### src/rtl/number_slot_scheduler_if.sv
// Bundle between the number-slot scheduler, the display block and the score unit.
// The master side is the scheduler; the slave side is the game/display/score environment.
interface number_slot_scheduler_if #(
   parameter int NUMBERS = 3
);
   logic                    startOfFrame;
   logic                    enable;
   logic [NUMBERS-1:0]      singleHit;
   logic                    scoreReady;
   logic [NUMBERS-1:0][3:0] numbersToShow;
   logic [NUMBERS-1:0]      showNum;
   logic                    scoreValid;
   logic [3:0]              scoreValue;
   logic [3:0]              scoreSlot;
   logic                    allClear;

   modport master (
      input  startOfFrame, enable, singleHit, scoreReady,
      output numbersToShow, showNum, scoreValid, scoreValue, scoreSlot, allClear
   );

   modport slave (
      output startOfFrame, enable, singleHit, scoreReady,
      input  numbersToShow, showNum, scoreValid, scoreValue, scoreSlot, allClear
   );
endinterface

### src/rtl/number_slot_scheduler.sv
// Per-slot tile state (ACTIVE/PENDING/COOLDOWN), round-robin score serialiser and LFSR digit source.
// Optional all-slots-cleared fast respawn is enabled by defining NUM_SCHED_ALLCLEAR_EN.
module number_slot_scheduler #(
   parameter int         NUMBERS        = 3,
   parameter int         TIMEOUT_FRAMES = 450,
   parameter int         MAX_VALUE      = 9,
   parameter logic [7:0] LFSR_SEED      = 8'hA5
) (
   input  logic                          clk,
   input  logic                          resetN,
   number_slot_scheduler_if.master       bus
);

   localparam int         TW  = $clog2(TIMEOUT_FRAMES + 1);
   localparam logic [4:0] MV1 = 5'(MAX_VALUE + 1);

   typedef enum logic [1:0] {ACTIVE, PENDING, COOLDOWN} slot_state_t;

   logic [7:0]        lfsr_reg;
   logic [4:0]        raw_digit;
   logic [3:0]        new_digit;
   logic              score_valid_reg;
   logic [3:0]        score_slot_reg;
   logic [3:0]        score_value_reg;
   logic [3:0]        rr_reg;
   logic              handshake;
   logic              frame_tick;
   logic              clear_event;
   logic              grant;
   logic [3:0]        start_idx;
   logic [3:0]        grant_idx;
   logic [3:0]        grant_digit;
   logic [3:0]        cand;
   logic [NUMBERS-1:0] pending_mask;
   logic [15:0]       pend16;
   logic [15:0][3:0]  digit16;

`ifdef NUM_SCHED_ALLCLEAR_EN
   logic [NUMBERS-1:0] cool_mask;
   logic               clear_done_reg;
   logic               allclear_reg;
`endif

   function automatic logic [3:0] wrap_inc(input logic [3:0] s);
      return (s == 4'(NUMBERS - 1)) ? 4'd0 : s + 4'd1;
   endfunction

   // Fold the 0..15 nibble into 0..MAX_VALUE with a single subtraction
   assign raw_digit  = {1'b0, lfsr_reg[3:0]};
   assign new_digit  = (raw_digit >= MV1) ? 4'(raw_digit - MV1) : lfsr_reg[3:0];
   assign frame_tick = bus.startOfFrame & bus.enable;
   assign handshake  = score_valid_reg & bus.scoreReady;

   always_ff @(posedge clk or negedge resetN) begin
      if (!resetN) begin
         lfsr_reg <= LFSR_SEED;
      end else begin
         lfsr_reg <= {lfsr_reg[6:0], lfsr_reg[7] ^ lfsr_reg[5] ^ lfsr_reg[4] ^ lfsr_reg[3]};
      end
   end

   generate
      for (genvar gi = 0; gi < NUMBERS; gi++) begin : slot_g
         localparam logic [3:0] RST_DIGIT = 4'(gi % (MAX_VALUE + 1));

         slot_state_t   state_reg;
         logic [TW-1:0] timer_reg;
         logic [3:0]    digit_reg;
         logic          show_reg;
         logic          hs_here;

         assign hs_here = handshake && (score_slot_reg == 4'(gi));

         always_ff @(posedge clk or negedge resetN) begin
            if (!resetN) begin
               state_reg <= ACTIVE;
               timer_reg <= '0;
               digit_reg <= RST_DIGIT;
               show_reg  <= 1'b1;
            end else begin
               case (state_reg)
                  ACTIVE: begin
                     if (bus.singleHit[gi] && bus.enable) begin
                        state_reg <= PENDING;
                        show_reg  <= 1'b0;
                     end
                  end
                  PENDING: begin
                     if (hs_here) begin
                        state_reg <= COOLDOWN;
                        timer_reg <= TW'(TIMEOUT_FRAMES);
                     end
                  end
                  COOLDOWN: begin
                     if (clear_event) begin
                        timer_reg <= TW'(1);
                     end else if (frame_tick) begin
                        if (timer_reg == TW'(1)) begin
                           state_reg <= ACTIVE;
                           show_reg  <= 1'b1;
                           digit_reg <= new_digit;
                           timer_reg <= '0;
                        end else if (timer_reg != '0) begin
                           timer_reg <= timer_reg - TW'(1);
                        end
                     end
                  end
                  default: state_reg <= ACTIVE;
               endcase
            end
         end

         assign bus.numbersToShow[gi] = digit_reg;
         assign bus.showNum[gi]       = show_reg;
         // The slot being handshaken this cycle must not be granted again
         assign pending_mask[gi]      = (state_reg == PENDING) && !hs_here;
`ifdef NUM_SCHED_ALLCLEAR_EN
         assign cool_mask[gi]         = (state_reg == COOLDOWN);
`endif
      end
   endgenerate

   // Scan downward so the last hit wins, i.e. the first pending slot at/after start_idx
   always_comb begin
      pend16                   = '0;
      pend16[NUMBERS-1:0]      = pending_mask;
      digit16                  = '0;
      digit16[NUMBERS-1:0]     = bus.numbersToShow;
      start_idx                = handshake ? wrap_inc(score_slot_reg) : rr_reg;
      grant                    = 1'b0;
      grant_idx                = '0;
      grant_digit              = '0;
      cand                     = '0;
      for (int k = NUMBERS - 1; k >= 0; k--) begin
         cand = 4'((int'(start_idx) + k) % NUMBERS);
         if (pend16[cand]) begin
            grant       = 1'b1;
            grant_idx   = cand;
            grant_digit = digit16[cand];
         end
      end
      if (score_valid_reg && !handshake) begin
         grant = 1'b0;
      end
   end

   always_ff @(posedge clk or negedge resetN) begin
      if (!resetN) begin
         score_valid_reg <= 1'b0;
         score_slot_reg  <= '0;
         score_value_reg <= '0;
         rr_reg          <= '0;
      end else begin
         if (grant) begin
            score_valid_reg <= 1'b1;
            score_slot_reg  <= grant_idx;
            score_value_reg <= grant_digit;
         end else if (handshake) begin
            score_valid_reg <= 1'b0;
         end
         if (handshake) begin
            rr_reg <= wrap_inc(score_slot_reg);
         end
      end
   end

   assign bus.scoreValid = score_valid_reg;
   assign bus.scoreSlot  = score_slot_reg;
   assign bus.scoreValue = score_value_reg;

`ifdef NUM_SCHED_ALLCLEAR_EN
   // clear_done_reg remembers the current all-cooldown episode so it pulses only once
   assign clear_event = (&cool_mask) && !clear_done_reg;

   always_ff @(posedge clk or negedge resetN) begin
      if (!resetN) begin
         clear_done_reg <= 1'b0;
         allclear_reg   <= 1'b0;
      end else begin
         clear_done_reg <= &cool_mask;
         allclear_reg   <= clear_event;
      end
   end

   assign bus.allClear = allclear_reg;
`else
   assign clear_event  = 1'b0;
   assign bus.allClear = 1'b0;
`endif

endmodule

### src/flat_wrapper.sv
// flat-port wrapper written by rule: the top's interface ports become plain ports
module number_slot_scheduler_flat 
#(
   parameter int         NUMBERS        = 3,
   parameter int         TIMEOUT_FRAMES = 450,
   parameter int         MAX_VALUE      = 9,
   parameter logic [7:0] LFSR_SEED      = 8'hA5
)
  (clk, resetN, bus_startOfFrame, bus_enable, bus_singleHit, bus_scoreReady, bus_numbersToShow, bus_showNum, bus_scoreValid, bus_scoreValue, bus_scoreSlot, bus_allClear);
  number_slot_scheduler_if #(.NUMBERS(NUMBERS)) bus_i ();
  input  logic clk;
  input  logic resetN;
  input wire logic [$bits(bus_i.startOfFrame)-1:0] bus_startOfFrame;
  input wire logic [$bits(bus_i.enable)-1:0] bus_enable;
  input wire logic [$bits(bus_i.singleHit)-1:0] bus_singleHit;
  input wire logic [$bits(bus_i.scoreReady)-1:0] bus_scoreReady;
  output wire logic [$bits(bus_i.numbersToShow)-1:0] bus_numbersToShow;
  output wire logic [$bits(bus_i.showNum)-1:0] bus_showNum;
  output wire logic [$bits(bus_i.scoreValid)-1:0] bus_scoreValid;
  output wire logic [$bits(bus_i.scoreValue)-1:0] bus_scoreValue;
  output wire logic [$bits(bus_i.scoreSlot)-1:0] bus_scoreSlot;
  output wire logic [$bits(bus_i.allClear)-1:0] bus_allClear;
  assign bus_i.startOfFrame = bus_startOfFrame;
  assign bus_i.enable = bus_enable;
  assign bus_i.singleHit = bus_singleHit;
  assign bus_i.scoreReady = bus_scoreReady;
  assign bus_numbersToShow = bus_i.numbersToShow;
  assign bus_showNum = bus_i.showNum;
  assign bus_scoreValid = bus_i.scoreValid;
  assign bus_scoreValue = bus_i.scoreValue;
  assign bus_scoreSlot = bus_i.scoreSlot;
  assign bus_allClear = bus_i.allClear;
  number_slot_scheduler #(.NUMBERS(NUMBERS), .TIMEOUT_FRAMES(TIMEOUT_FRAMES), .MAX_VALUE(MAX_VALUE), .LFSR_SEED(LFSR_SEED)) u_core (.clk(clk), .resetN(resetN), .bus(bus_i));
endmodule
### config.mk
export PLATFORM = sky130hd
export DESIGN_NAME = number_slot_scheduler_flat
export DESIGN_NICKNAME = d
export VERILOG_FILES = /design/src/rtl/number_slot_scheduler_if.sv /design/src/rtl/number_slot_scheduler.sv /design/src/flat_wrapper.sv
export SDC_FILE = /design/constraint.sdc
export NUM_CORES = 1
export LEC_CHECK = 0
export BUFFER_PORTS_ARGS = -buffer_cell sky130_fd_sc_hd__buf_2
export CORE_UTILIZATION = 56
export CTS_CLUSTER_DIAMETER = 120
export DETAILED_ROUTE_END_ITERATION = 12
export PLACE_DENSITY = 0.77
export SYNTH_ARGS = -nofsm -noshare
export SYNTH_HDL_FRONTEND = slang
export SYNTH_SLANG_ARGS = --single-unit
### constraint.sdc
create_clock -name clk -period 6.7 [get_ports clk]
set_input_delay 0.335 -clock clk [delete_from_list [all_inputs] [get_ports clk]]
set_output_delay 0.335 -clock clk [all_outputs]
set_load 0.05 [all_outputs]
==> flow_summary.ini, run 1 <==
[final_layout]
n_fill_cell = 853
largest_register_ffs = 27
mostFrequentLayoutCell = nand2_1
regArea_mm2 = 0.00174
drive_above_1_share = 0.167
final_cell_mix = nand2_1, nor2_1, dfrtp_1
design_area_mm2 = 0.00632
antennaDiodeCount = 0
utilization = 0.638
stdcell_count = 858
syn2layout_area_growth_pct = 9.16
fin_nets = 767
multiInputGateArea_mm2 = 0.00384

[route]
routed-via-count = 5379
wl_per_cell_um = 16.5
drt_iter0_drc = 654
vias_per_cell = 6.27
dr.pass1.iters = 5
routed_wl_um = 14200
drc = 0
drtAntennaViolNets = 0

[flow_run]
maxCapViolations = 0

[setup_path]
cp_top_family = compound AO/OA/AOI/OAI gates
crit_buf_inv = 2
crit_required_ps = 6950
crit_slowest_cell = dfrtp_1
slowest_delay_ps = 480
cp_max_fo = 8
cp-start-kind = flip-flop
end_kind = flip-flop
worstPathArrival_ps = 6630
critPathKind = reg -> reg
timing.critical_path.mode_cell = ha_1

[floorplan]
die-area_mm2 = 0.0108
coreArea_mm2 = 0.00991
initial_core_util = 0.584
fp.dieH_um = 104
fp-row-count = 36
die_x_um = 104
ios = 33

[yosys]
yosys.area_share.simple = 0.249
synth-edff-count = 0
netlist_top_cells_area = dfrtp_1, ha_1, nand2_1, nor2_1, o21ai_0
synth-xor-area-share = 0.0400
yosysWarnings = 0
synth_top_area_cell = dfrtp_1
syn_nets = 732
synth_top_family_by_area = simple AND/OR/NAND/NOR gates
syn_inst = 685
synth_area_mm2 = 0.00579
postSynth.asyncResetShare = 1.00
yosysTopAreaCellShare = 0.259
synthMuxAreaShare = 0.0594
yosysSeqAreaShare = 0.300
synth_fa_ha_area_frac = 0.0843
synth_seq_cells = 69
synth-compound-area-share = 0.227
avgSynthCellArea_um2 = 8.45
yosysUniqueCellTypes = 88
synthFlopType = dfrtp_1

[grt]
grt_pass1_vias = 4927
grt-ovfl-total = 0
antenna_found_initial = 0
grt_max_degree = 70
grt_util_all_layers = 0.266
grt_pass1_wl_um = 23600

[timing]
finalHoldViolations = 0
slew_headroom = 0.334
skew_ps = 13.9
min_period_ps = 6380
setup_viol = 0
fmax_mhz = 157
worstMarginPinSlew_ps = 986
finalMaxSlewViolations = 0
period_share = 0.953
fin_ws_ps = 317

[status]
outcome = finished clean

[clocking]
htree_levels = 3
clk_latency_ps = 360
cts_sinks = 69
root_buffer = clkbuf_8
clk_path_buf_depth = 2
cts_hold_buf = 0
cts_buffers = 9
cts_tree = yes
path_clk_slew_ps = 90

[place]
place_congestion = 0.997
pre_cts_ws_ps = 381
place_hpwl_um = 10400
dp_cells = 838
port_buffers = 31
dpl_cell_area_mm2 = 0.00609

[hold_path]
hp-class = in -> async
cell type report:
type | count | share of cell area
inverters | 27 | 0.0160
multi-input cells | 565 | 0.608
well taps | 133 | 0.0263
repair buffers | 48 | 0.0447
clock inverters | 7 | 0.00990
clock buffers | 9 | 0.0196
flip-flops and latches | 69 | 0.275
final timing paths:
check	endpoint	cells after the start	from	slack, ps
setup / recovery	u_core.bus.scoreValue[2]	26	u_core.bus.scoreSlot[1]	320
hold / removal	u_core.rr_reg[2]	2	resetN	160
hold reg to reg	u_core.lfsr_reg[7]	0	u_core.lfsr_reg[6]	370
max in group asynchronous	u_core.bus.scoreValid	2	resetN	5930
setup reg to reg	u_core.bus.scoreValue[2]	26	u_core.bus.scoreSlot[1]	320
min in group clk	u_core.slot_g[1].state_reg[0]	3	bus_singleHit[1]	260
Yosys cell counts, types with 4 or more instances:
library cell  count
nor2b_1          12
nor4_1            9
xor2_1           13
nand3_1          30
a21oi_1          31
ha_1             39
a31oi_1           9
o21ai_0          48
dfrtp_1          60
xnor2_1           9
nand2b_1          9
clkbuf_1         11
a211o_1           8
a311oi_1          6
and3_1           15
inv_1            25
and2_1           10
nand3b_1          5
or3_1             5
a222oi_1          4
mux2i_1          15
nand2_1          70
o211ai_1         13
a21o_1            6
buf_2             6
dfstp_2           9
o21a_1            4
nor2_1           66
o21ai_1           5
buf_4             5
nor3b_1           5
mux2_2           16
nand4_1           6
nor3_1           16
a22o_1            5
worst reg2reg max path, cell delays in order, from the launching register on:
cell      delay (ps)
dfrtp_1          480
and3_1           260
mux2i_1          340
nand2_1          270
ha_1             320
o21a_2           160
nand2_2          110
inv_1             50
ha_1             400
and3b_1          200
o211ai_1         300
nand3_1          170
ha_1             270
a31oi_4          210
nand3_2          130
o21ai_2          310
nand2_1          100
ha_1             230
nor3_1           180
o21ai_0          190
a211oi_4         250
buf_4            200
mux2_2           390
a222oi_1         420
nor2_1           100
a21oi_1          170
o41ai_2          100
kinds of logic after synthesis:
family / after synthesis
fa+ha+maj: 39
other cells: 1
xor+xnor: 24
compound gates: 185
flops: 69
simple gates: 284
buf+inv: 51
mux: 32
timing repair:
item / CTS / global route
setup buffers: 0 / 4
setup endpoints to repair: 0 / 7
gates resized for setup: 0 / 3
per-layer routing:
metal | track usage | vias up | part of all wire
met3 | 0.0359 | 23 | 0.052
met4 | 0.0816 | 0 | 0.014
li1 | - | 2587 | -
met1 | 0.353 | 2588 | 0.44
met2 | 0.452 | 181 | 0.49
met5 | 0 | - | 0
per-stage QoR:
step / hold slack, ps / setup TNS (ps)
global placement: 339 / 0
global route: 272 / -13.9
CTS: 221 / 0
detailed placement: 355 / 0
finish: 162 / 0
floorplan: 39.4 / 0
Power of run 1 is left out: the tool's default activity adds up to more than one toggle a clock period on the data nets, which glitch-free logic cannot reach.
==> inputs of run 2 (changes only) <==
--- a/config.mk
+++ b/config.mk
@@ -10,6 +10,7 @@
 export CTS_CLUSTER_DIAMETER = 120
 export DETAILED_ROUTE_END_ITERATION = 12
 export PLACE_DENSITY = 0.77
+export REMOVE_ABC_BUFFERS = 1
 export SYNTH_ARGS = -nofsm -noshare
 export SYNTH_HDL_FRONTEND = slang
 export SYNTH_SLANG_ARGS = --single-unit
==> flow_summary.ini, run 2 (same netlist as run 1, synthesis figures left out) <==
[route]
dr.pass1.iters = 8
drtAntennaViolNets = 0
wl_per_cell_um = 16.8
drt_iter0_drc = 483
routed-via-count = 5432
drc = 0
routed_wl_um = 14300
vias_per_cell = 6.35

[place]
port_buffers = 31
place_hpwl_um = 10400
pre_cts_ws_ps = 248
place_congestion = 0.949

[setup_path]
reg2regPathDepth = 26
timing.critical_path.mode_cell = ha_1
crit_slowest_cell = dfrtp_1
cp-start-kind = flip-flop
worstPathArrival_ps = 6560
slowest_delay_ps = 480
cp-endpoint = u_core.bus.scoreValue[2]
crit_required_ps = 6940
end_kind = flip-flop
timing.rr.end = u_core.bus.scoreValue[2]
path_depth = 26
cp_max_fo = 9
reg2reg_from = u_core.bus.scoreSlot[0]
rrSetupSlack_ps = 370
crit_buf_inv = 2
critPathKind = reg -> reg
cp_top_family = compound AO/OA/AOI/OAI gates
cp-startpoint = u_core.bus.scoreSlot[0]

[final_layout]
syn2layout_area_growth_pct = 9.79
final_cell_mix = nand2_1, nor2_1, dfrtp_1
antennaDiodeCount = 0
fin_nets = 764
drive_above_1_share = 0.162
n_fill_cell = 833
largest_register_ffs = 27
mostFrequentLayoutCell = nand2_1

[timing]
setup_viol = 0
slew_headroom = 0.401
min_period_ps = 6330
finalHoldViolations = 0
period_share = 0.944
rsz0062_at_grt = false
skew_ps = 7.30
finalMaxSlewViolations = 0
fin_ws_ps = 374
fmax_mhz = 158
worstMarginPinSlew_ps = 898

[grt]
grt-ovfl-total = 0
grt_max_degree = 70
grt_pass1_wl_um = 23900
antenna_found_initial = 0
grt_util_all_layers = 0.270
grt_pass1_vias = 5170

[clocking]
htree_levels = 3
clk_latency_ps = 360
cts_tree = yes
clk_path_buf_depth = 2
cts_buffers = 9
root_buffer = clkbuf_8
cts_sinks = 69
path_clk_slew_ps = 80
cts_hold_buf = 0

[floorplan]
fp-row-count = 36
die_x_um = 104
initial_core_util = 0.584
ios = 33
fp.dieH_um = 104
die-area_mm2 = 0.0108
coreArea_mm2 = 0.00991

[flow_run]
maxCapViolations = 0

[hold_path]
hp-class = in -> async

[status]
outcome = finished clean
[run 2: area by class of cell]
type,count,area (um^2),share of cell area
multi-input combinational,565,3860,0.607
sequential,69,1740,0.273
timing repair buffer,45,285,0.0449
tap,133,166,0.0262
clock buffer,10,138,0.0216
inverter,27,101,0.0159
clock inverter,6,68.8,0.0108
[run 2: worst min path at each step]
stage	start	end	slack, ps	cells past startpoint
after global placement	u_core.lfsr_reg[6]	u_core.lfsr_reg[7]	340	0
after CTS	resetN	u_core.rr_reg[1]	210	2
after detailed placement	u_core.lfsr_reg[6]	u_core.lfsr_reg[7]	340	0
final	resetN	u_core.rr_reg[1]	170	2
after floorplan	resetN	u_core.bus.scoreSlot[0]	40	0
after global routing	resetN	u_core.rr_reg[1]	270	2
[run 2: through the flow]
step	TNS, ps	util	std cells	hold WS (ps)	cell area, um^2
2_1_floorplan	-10630	-	661	39.4	5670
3_3_place_gp	0	0.614	837	343	6080
3_5_place_dp	0	0.614	837	343	6080
4_1_cts	0	0.635	853	215	6290
5_1_grt	0	0.642	855	271	6360
6_report	0	0.642	855	168	6360
[run 2: what timing repair did]
item | in CTS | in global routing
buffers inserted | 0 | 2
resized for setup | 0 | 5
setup endpoints to repair | 0 | 9
[run 2: layer usage]
layer	wire, um	share of wire	GRT usage
met1	6430	0.45	0.340
met2	6820	0.48	0.468
met3	778	0.054	0.0396
met4	298	0.021	0.100
met5	0	0	0
[run 2: worst register-to-register path: stages, from the launching register on]
cell and delay [ps]:
dfrtp_1 480, and3_1 260, mux2i_1 330, nand2_1 260
ha_1 310, o21a_2 160, nand2_2 120, inv_1 60
ha_1 410, and3b_1 210, o211ai_1 290, nand3_1 170
ha_1 260, a31oi_4 180, nand3_2 140, o21ai_4 270
nand2_1 90, ha_1 230, nor3_1 200, o21ai_0 190
a211oi_4 300, buf_12 160, mux2_2 370, a222oi_1 410
nor2_1 90, a21oi_1 160, o41ai_2 100
Power of run 2 is left out for the same reason.
